==> config.mk <==
export PLATFORM = sky130hd
export DESIGN_NAME = add8_share_arb
export DESIGN_NICKNAME = d
export VERILOG_FILES = /design/src/rtl/add8_share_arb.sv
export SDC_FILE = /design/constraint.sdc
export NUM_CORES = 1
export LEC_CHECK = 0
export BUFFER_PORTS_ARGS = -buffer_cell sky130_fd_sc_hd__buf_4
export CORE_UTILIZATION = 45
export DETAILED_ROUTE_END_ITERATION = 6
export PLACE_DENSITY_LB_ADDON = 0.05
export SLEW_MARGIN = 0
export SYNTH_ARGS = -nofsm -noshare
export SYNTH_HDL_FRONTEND = slang
export SYNTH_SLANG_ARGS = --single-unit
==> constraint.sdc <==
create_clock -name clk -period 2.3 [get_ports clk]
set_clock_uncertainty 0.15 [all_clocks]
set_input_delay 0.46 -clock clk [delete_from_list [all_inputs] [get_ports clk]]
set_output_delay 0.46 -clock clk [all_outputs]
set_load 0.02 [all_outputs]
==> src/rtl/add8_share_arb.sv <==
// add8_share_arb: round-robin sharing of one external 8-bit adder among
// NREQ requesters, with a valid/ready response channel and a saturating
// completed-operation counter.
module add8_share_arb #(
  parameter int unsigned NREQ = 4,
  parameter int unsigned IDW  = 2,
  parameter int unsigned CNTW = 16
) (
  input  logic              clk,
  input  logic              rst_n,
  input  logic [NREQ-1:0]   req_valid,
  output logic [NREQ-1:0]   req_ready,
  input  logic [NREQ*8-1:0] req_a,
  input  logic [NREQ*8-1:0] req_b,
  output logic [7:0]        add_a,
  output logic [7:0]        add_b,
  input  logic [8:0]        add_o,
  output logic              rsp_valid,
  input  logic              rsp_ready,
  output logic [IDW-1:0]    rsp_id,
  output logic [8:0]        rsp_sum,
  output logic [CNTW-1:0]   op_count
);

  localparam int unsigned DW = 8;
  localparam int unsigned SW = DW + 1;

  typedef enum logic [1:0] {
    IDLE = 2'd0,
    EXEC = 2'd1,
    RESP = 2'd2
  } state_t;

  state_t          state_q;
  state_t          state_d;
  logic [IDW-1:0]  rr_ptr_q;
  logic [DW-1:0]   op_a_q;
  logic [DW-1:0]   op_b_q;
  logic            grant_any;
  logic [IDW-1:0]  grant_idx;
  logic [NREQ-1:0] grant_oh;
  logic [DW-1:0]   sel_a;
  logic [DW-1:0]   sel_b;
  logic            rsp_fire;
  logic [IDW-1:0]  rr_next;

  // Round-robin pick: first pass covers indices at/after rr_ptr, second pass wraps.
  always_comb begin
    grant_any = 1'b0;
    grant_idx = '0;
    grant_oh  = '0;
    for (int unsigned i = 0; i < NREQ; i++) begin
      if (!grant_any && req_valid[i] && (IDW'(i) >= rr_ptr_q)) begin
        grant_any   = 1'b1;
        grant_idx   = IDW'(i);
        grant_oh[i] = 1'b1;
      end
    end
    for (int unsigned i = 0; i < NREQ; i++) begin
      if (!grant_any && req_valid[i]) begin
        grant_any   = 1'b1;
        grant_idx   = IDW'(i);
        grant_oh[i] = 1'b1;
      end
    end
  end

  // Operand mux driven by the one-hot grant.
  always_comb begin
    sel_a = '0;
    sel_b = '0;
    for (int unsigned i = 0; i < NREQ; i++) begin
      if (grant_oh[i]) begin
        sel_a = req_a[DW*i +: DW];
        sel_b = req_b[DW*i +: DW];
      end
    end
  end

  // Next-state logic and combinational handshake outputs.
  always_comb begin
    state_d   = state_q;
    req_ready = '0;
    unique case (state_q)
      IDLE: begin
        if (rst_n) begin
          req_ready = grant_oh;
        end
        if (grant_any) begin
          state_d = EXEC;
        end
      end
      EXEC: state_d = RESP;
      RESP: begin
        if (rsp_ready) begin
          state_d = IDLE;
        end
      end
      default: state_d = IDLE;
    endcase
  end

  assign rsp_fire = (state_q == RESP) && rsp_valid && rsp_ready;
  assign rr_next  = (rsp_id == IDW'(NREQ - 1)) ? '0 : rsp_id + IDW'(1);
  assign add_a    = op_a_q;
  assign add_b    = op_b_q;

  // State register.
  always_ff @(posedge clk) begin
    if (!rst_n) begin
      state_q <= IDLE;
    end else begin
      state_q <= state_d;
    end
  end

  // Operand capture on grant, result capture after the adder cycle, pointer advance on handshake.
  always_ff @(posedge clk) begin
    if (!rst_n) begin
      op_a_q    <= '0;
      op_b_q    <= '0;
      rsp_id    <= '0;
      rsp_sum   <= '0;
      rsp_valid <= 1'b0;
      rr_ptr_q  <= '0;
    end else begin
      if (state_q == IDLE && grant_any) begin
        op_a_q <= sel_a;
        op_b_q <= sel_b;
        rsp_id <= grant_idx;
      end
      if (state_q == EXEC) begin
        rsp_sum   <= SW'(add_o);
        rsp_valid <= 1'b1;
      end
      if (rsp_fire) begin
        rsp_valid <= 1'b0;
        rr_ptr_q  <= rr_next;
      end
    end
  end

  // Saturating count of consumed responses.
  always_ff @(posedge clk) begin
    if (!rst_n) begin
      op_count <= '0;
    end else if (rsp_fire && (op_count != '1)) begin
      op_count <= op_count + CNTW'(1);
    end
  end

  // Requesters must keep operands stable while waiting for a grant.
  for (genvar gi = 0; gi < NREQ; gi++) begin : g_req_chk
    a_req_hold: assert property (@(posedge clk) disable iff (!rst_n)
      (req_valid[gi] && !req_ready[gi]) |=>
        (!req_valid[gi] || ($stable(req_a[DW*gi +: DW]) && $stable(req_b[DW*gi +: DW]))));
  end

  a_ready_onehot: assert property (@(posedge clk) $onehot0(req_ready));

endmodule
=== Word level (Yosys, flattened, before mapping) ===
Index checks and enable logic that the tools add are counted.

* Equality and inequality tests: 6
* $lt $le $gt $ge: 4
* Div/mod/pow operators: 0
* $mul: 0
* Add/subtract/negate cells: 2
* Bitwise operators: 1
* Reduce and logical (&&, ||, !) cells: 25
* Multiplexer cells: 36
* Shifts and indexed selects: 0

{| class="wikitable"
|+ Operators by type and width
! operator !! count
|-
| 8-bit 2-to-1 mux || 8
|-
| 2-bit 2-to-1 mux || 9
|-
| 16-bit by 1-bit adder with 16-bit output, second input constant || 1
|-
| 1-bit 2-to-1 mux || 16
|-
| 16-bit inequality test, second input constant || 1
|-
| 1-bit logical AND || 15
|-
| 4-bit 2-to-1 mux || 2
|-
| 1-bit logical NOT || 7
|-
| 2-bit case mux with 3 select lines || 1
|-
| 2-bit == test, second input constant || 2
|-
| 1-bit by 2-bit greater-or-equal comparator with 1-bit output, first input constant || 2
|-
| 2-bit greater-or-equal comparator, first input constant || 2
|-
| 2-bit inequality test, second input constant || 2
|-
| 2-bit by 1-bit adder with 2-bit output, second input constant || 1
|-
| 2-bit by 1-bit == test with 1-bit output, second input constant || 1
|-
| 2-bit logical NOT || 1
|-
| 2-bit AND reduction || 1
|-
| 2-bit OR reduction || 1
|-
| 1-bit NOT || 1
|}

* Bits in writable memories: 0
* Bits in read-only memories: 0
* Register bits: 48
* Memories: 0
* Word-level logic and storage cells: 82
* Latch bits: 0
* Input port bits: 80
* Output and inout port bits: 48

=== Depth between registers and ports, before layout ===
* Word-level depth: 29
* Gate-level depth with buffers: 8
* Depth with buffers taken out: 6

=== Least setup slack after synthesis ===
OpenSTA, ideal clock, no wires.

* Path type: input-to-output
* Start point: input port req_valid[0]
* End point: output port req_ready[3]
* Stages on the path: 6
* Buffers on the path: 3
* Required time: 1.690 ns
* Arrival time: 1.677 ns
* Path slack: 0.013 ns
* Cell sequence: buf_2 a21oi_1 o221a_2 buf_2 buf_1 and2_1

* Word-level cells in the longest chain between the ends: 28
* Elaborated cells on any way between the ends: 29
* Classes of those cells: mux: 11; reduce/logical: 18

{| class="wikitable"
|+ Ends and longest elaborated chain
! item !! RTL line !! source
|-
| from (decl) || 11 || <nowiki>input logic [NREQ-1:0] req_valid,</nowiki>
|-
| 1-bit logical AND || 53 || <nowiki>if (!grant_any && req_valid[i] && (IDW'(i) >= rr_ptr_q)) begin</nowiki>
|-
| 1-bit 2-to-1 mux || 53 ||
|-
| 1-bit logical NOT || 53 ||
|-
| 1-bit logical AND (2 in a row) || 53 ||
|-
| 1-bit 2-to-1 mux || 53 ||
|-
| 1-bit logical NOT || 53 ||
|-
| 1-bit logical AND (2 in a row) || 53 ||
|-
| 1-bit 2-to-1 mux || 53 ||
|-
| [... 10 more ...] || -- ||
|-
| 1-bit logical NOT || 60 || <nowiki>if (!grant_any && req_valid[i]) begin</nowiki>
|-
| 1-bit logical AND || 60 ||
|-
| 1-bit 2-to-1 mux || 60 ||
|-
| 1-bit logical NOT || 60 ||
|-
| 1-bit logical AND || 60 ||
|-
| 1-bit 2-to-1 mux * || 60 ||
|-
| 4-bit 2-to-1 mux * || 86 || <nowiki>if (rst_n) begin</nowiki>
|-
| 4-bit 2-to-1 mux * || 84 || <nowiki>unique case (state_q)</nowiki>
|-
| to (decl) || 12 || <nowiki>output logic [NREQ-1:0] req_ready,</nowiki>
|}

Every way passes the cells marked *; elsewhere a longest branch is shown, timed or not.

=== Final worst setup path ===
* Start point: register rr_ptr_q[0]
* End point: output port req_ready[0]

* Word-level cells in the longest chain between the ends: 20
* Elaborated cells on any way between the ends: 23
* Classes of those cells: order compare: 4; mux: 7; reduce/logical: 12

{| class="wikitable"
|+ Ends and longest elaborated chain
! item !! RTL line !! source
|-
| from (decl) || 36 || <nowiki>logic [IDW-1:0] rr_ptr_q;</nowiki>
|-
| from (signal assigned) || 138 || <nowiki>rr_ptr_q <= rr_next;</nowiki>
|-
| 1-bit by 2-bit greater-or-equal comparator with 1-bit output || 53 ||
|-
| 1-bit logical AND || 53 ||
|-
| 1-bit 2-to-1 mux || 53 ||
|-
| 1-bit logical NOT || 53 ||
|-
| 1-bit logical AND (2 in a row) || 53 ||
|-
| 1-bit 2-to-1 mux || 53 ||
|-
| 1-bit logical NOT || 53 ||
|-
| 1-bit logical AND (2 in a row) || 53 ||
|-
| 1-bit 2-to-1 mux || 53 ||
|-
| 1-bit logical NOT || 53 ||
|-
| 1-bit logical AND (2 in a row) || 53 ||
|-
| 1-bit 2-to-1 mux || 53 ||
|-
| 1-bit logical NOT || 60 ||
|-
| 1-bit logical AND || 60 ||
|-
| 1-bit 2-to-1 mux * || 60 ||
|-
| 4-bit 2-to-1 mux * || 86 ||
|-
| 4-bit 2-to-1 mux * || 84 ||
|}

Marks and branches as above.

==> metrics.md <==
| Metric | Value |
|---|---|
| Placed Area | `roughly 0.0035 sq mm` |
| # hold bufs at CTS | `0` |
| Yosys reg bits | `48` |
| Final setup margin | `0.142 ns` |
| DRC Markers | `0` |
| WL final | `6830 microns` |
| Cts repair resizes | `0` |
| GPL Wtd Cong | `0.845` |
| Post-Place Setup Slack | `-0.133 ns` |
| Worst r2r path cells | `6` |
| Area delta synth->final | `47.0%` |
| Vias in the first global route | `~2,500` |
| Clock Latency Late Sink | `0.30 ns` |
| Setup_tns | `0 ns` |
| Switching Power | `0.566 mW` |
| Die area | `between 0.005 and 0.006 sq mm` |
| Most instantiated cells after synthesis | `dfxtp_1 (48), nand2_1 (43), nor2_1 (27)` |
| First-pass GRT wire length | `about 11,000 microns` |
| Clock power frac | `0.310` |
| Root Driver | `clkbuf_8` |
| Post-route cell area | `0.00363 sq mm` |
| Syn nets | `387` |
| Hold Path Class | `in2reg` |
| Die Y | `around 76 microns` |
| Yosys top cell area share | `0.389` |
| Reg2Reg Setup Slack | `0.25 ns` |
| CTS Buffer Depth | `2` |
| Worst rel slew slack | `0.199` |
| Pleak | `1.59 nW` |
| Synthesis Warnings | `0` |
| Hpwl dp | `~5000 microns` |
| Sequential Power Share | `0.457` |
| Post-synth EDFFs | `0` |
| Netlist cell types | `48` |
| Synth top area cells | `dfxtp_1 (39%), nand2_1 (6.5%), a22o_1 (5.7%)` |
| # IOs | `about 130` |
| Max cap viols | `0` |
| CP Data Arrival Time | `1.55 ns` |
| Worst Path Required | `1.69 ns` |
| Initial Util | `0.474` |
| Share of cells above drive strength 1 | `0.368` |
| Worst-margin pin slew | `1.20 ns` |
| Max IR drop VDD | `0.000354 V` |
| Worst setup SP type | `flip-flop` |
| Post-synth ARST share | `0` |
| Max Freq | `0.463 GHz` |
| Sw Share | `0.281` |
| CTS clk-pin slew, worst paths | `roughly 0.090 ns` |
| Final Power | `2.01 mW` |
| # setup viols final | `0` |
| Post-synth top flop | `dfxtp_1` |
| Number of I/O port buffers | `127` |
| Crit end category | `output pin` |
| Biggest area consumer among synthesized cells | `dfxtp_1` |
| Pre-antenna DRT Iters | `4` |
| Cell Int Power | `1.45 mW` |
| N_diodes | `0` |
| Initial antenna violation count | `0` |
| Hold Violations, Final | `0` |
| CTS sink cnt | `48` |
| Power share of the combinational group | `0.233` |
| Post-route clock period utilization | `0.938` |
| TritonCTS clock tree | `built` |
| Rows | `26` |
| Synthesized area per cell | `8.09 sq um` |
| Crit path kind | `reg2out` |
| Cell Count, Final, Fillers Out | `roughly 500` |
| Largest net degree at the start of global routing | `29` |
| Crit path from | `rr_ptr_q[0]$_SDFFE_PN0P_` |
| Antenna viol nets, final | `0` |
| CTS Buf Count | `5` |
| Crit path capture | `req_ready[0]` |
| Nets | `510` |
| CP max FO | `10` |
| 1st-iter DRT viols | `166` |
| Post-Synthesis Cell Area | `0.00247 sq mm` |
| Worst r2r dst | `op_count[3]$_SDFFE_PN0P_` |
| Hold Worst Slack | `0.245 ns` |
| Via count | `roughly 2,700` |
| Sequential-to-total area share from yosys stat | `0.389` |
| Most common cell in the synthesized netlist | `dfxtp_1` |
| Cells after Synth | `a little over 300` |
| Post-layout util | `0.697` |
| Setup Buffers After CTS | `0` |
| Final min period | `approximately 2.2 ns` |
| Via density | `5.38` |
| Inst Count DP | `491` |
| Status | `completed` |
| Cell area power density | `555 mW/mm^2` |
| Gr usage total | `0.241` |
| Die W | `around 76 microns` |
| R2R Path Start | `op_count[0]$_SDFFE_PN0P_` |
| H-tree Lvls | `2` |
| RSZ-0062 raised after global routing | `false` |
| DR WL/cell | `13.7 microns` |
| CORE AREA | `around 0.0052 sq mm` |
| GR Overflow Total | `0` |
| Fill cells | `479` |
| Final-report max-slew violation count | `0` |
[power groups by stage]
stage               logic [mW]  clock network [mW]  registers [mW]
floorplan                0.178                   0           0.994
global placement         0.459                   0           0.938
detailed placement       0.466                   0           0.939
CTS                      0.467               0.639           0.921
global route             0.508               0.684           0.929
finish                   0.469               0.623           0.920
[area by class of cell]
type / count / area [sq um] / share of cell area
Multi-Input combinational cell: 228 / 1400 / 0.387
Timing Repair Buffer: 137 / 1030 / 0.284
Sequential cell: 48 / 962 / 0.265
Clock buffer: 5 / 68.8 / 0.0190
Inverter: 8 / 30.0 / 0.00828
Tap cell: 70 / 87.6 / 0.0241
Clock inverter: 3 / 47.5 / 0.0131
[layout by cell type, fill, tap and decap left out, types with 2 or more instances in the layout]
cell / instances
o22ai_1: 2
xnor2_1: 5
nand4_1: 3
ha_1: 2
buf_4: 137
nand3_1: 4
xor2_1: 5
nand4_2: 2
a211oi_1: 17
o21ai_1: 12
and3_1: 3
nand2_1: 43
a22o_1: 16
clkbuf_8: 5
nor2_1: 27
o221ai_1: 2
or3_1: 3
nor3_1: 3
nor4_1: 3
nor2_2: 2
o31ai_4: 2
dfxtp_1: 47
inv_1: 8
a21oi_1: 23
nand2b_1: 2
and2_1: 3
o21ai_0: 26
clkinv_4: 2
[cell families (layout without fill, tap and decap cells)]
group,count (synthesis),count (layout),synth area share
fa+ha+maj,2,2,0.0101
flops,48,48,0.389
compound gates,111,111,0.301
simple gates,105,105,0.210
buf+inv,29,153,0.0538
xor+xnor,10,10,0.0355
[worst min-delay path by stage]
stage,from,endpoint,depth (start not counted)
3_3_place_gp,add_b[0]$_SDFFE_PN0P_,add_b[0]$_SDFFE_PN0P_,2
3_5_place_dp,add_a[3]$_SDFFE_PN0P_,add_a[3]$_SDFFE_PN0P_,2
2_1_floorplan,add_a[0]$_SDFFE_PN0P_,add_a[0]$_SDFFE_PN0P_,2
6_report,add_o[2],rsp_sum[2]$_SDFFE_PN0N_,3
4_1_cts,add_o[3],rsp_sum[3]$_SDFFE_PN0N_,3
5_1_grt,add_o[5],rsp_sum[5]$_SDFFE_PN0N_,3
[metal layers]
layer	global-route usage	part of all wire	up-vias
met5	0	0	-
met4	0.0442	0.0060	0
met3	0.0731	0.068	4
met2	0.419	0.50	92
met1	0.294	0.43	1238
li1	-	-	1349
[flip-flops by register name, indices dropped and copies added (netlist names)]
signal / flops
op_count: 16
rsp_sum: 9
add_a: 8
add_b: 8
rr_ptr_q: 2
rsp_id: 2
state_q: 2
rsp_valid: 1
[critical path: stages, from the launching register on]
cell and delay (ns):
dfxtp_1 0.43, a2bb2oi_1 0.34, o22ai_1 0.12, and3_1 0.20, buf_4 0.15
Power figures use the tool's default switching activity.
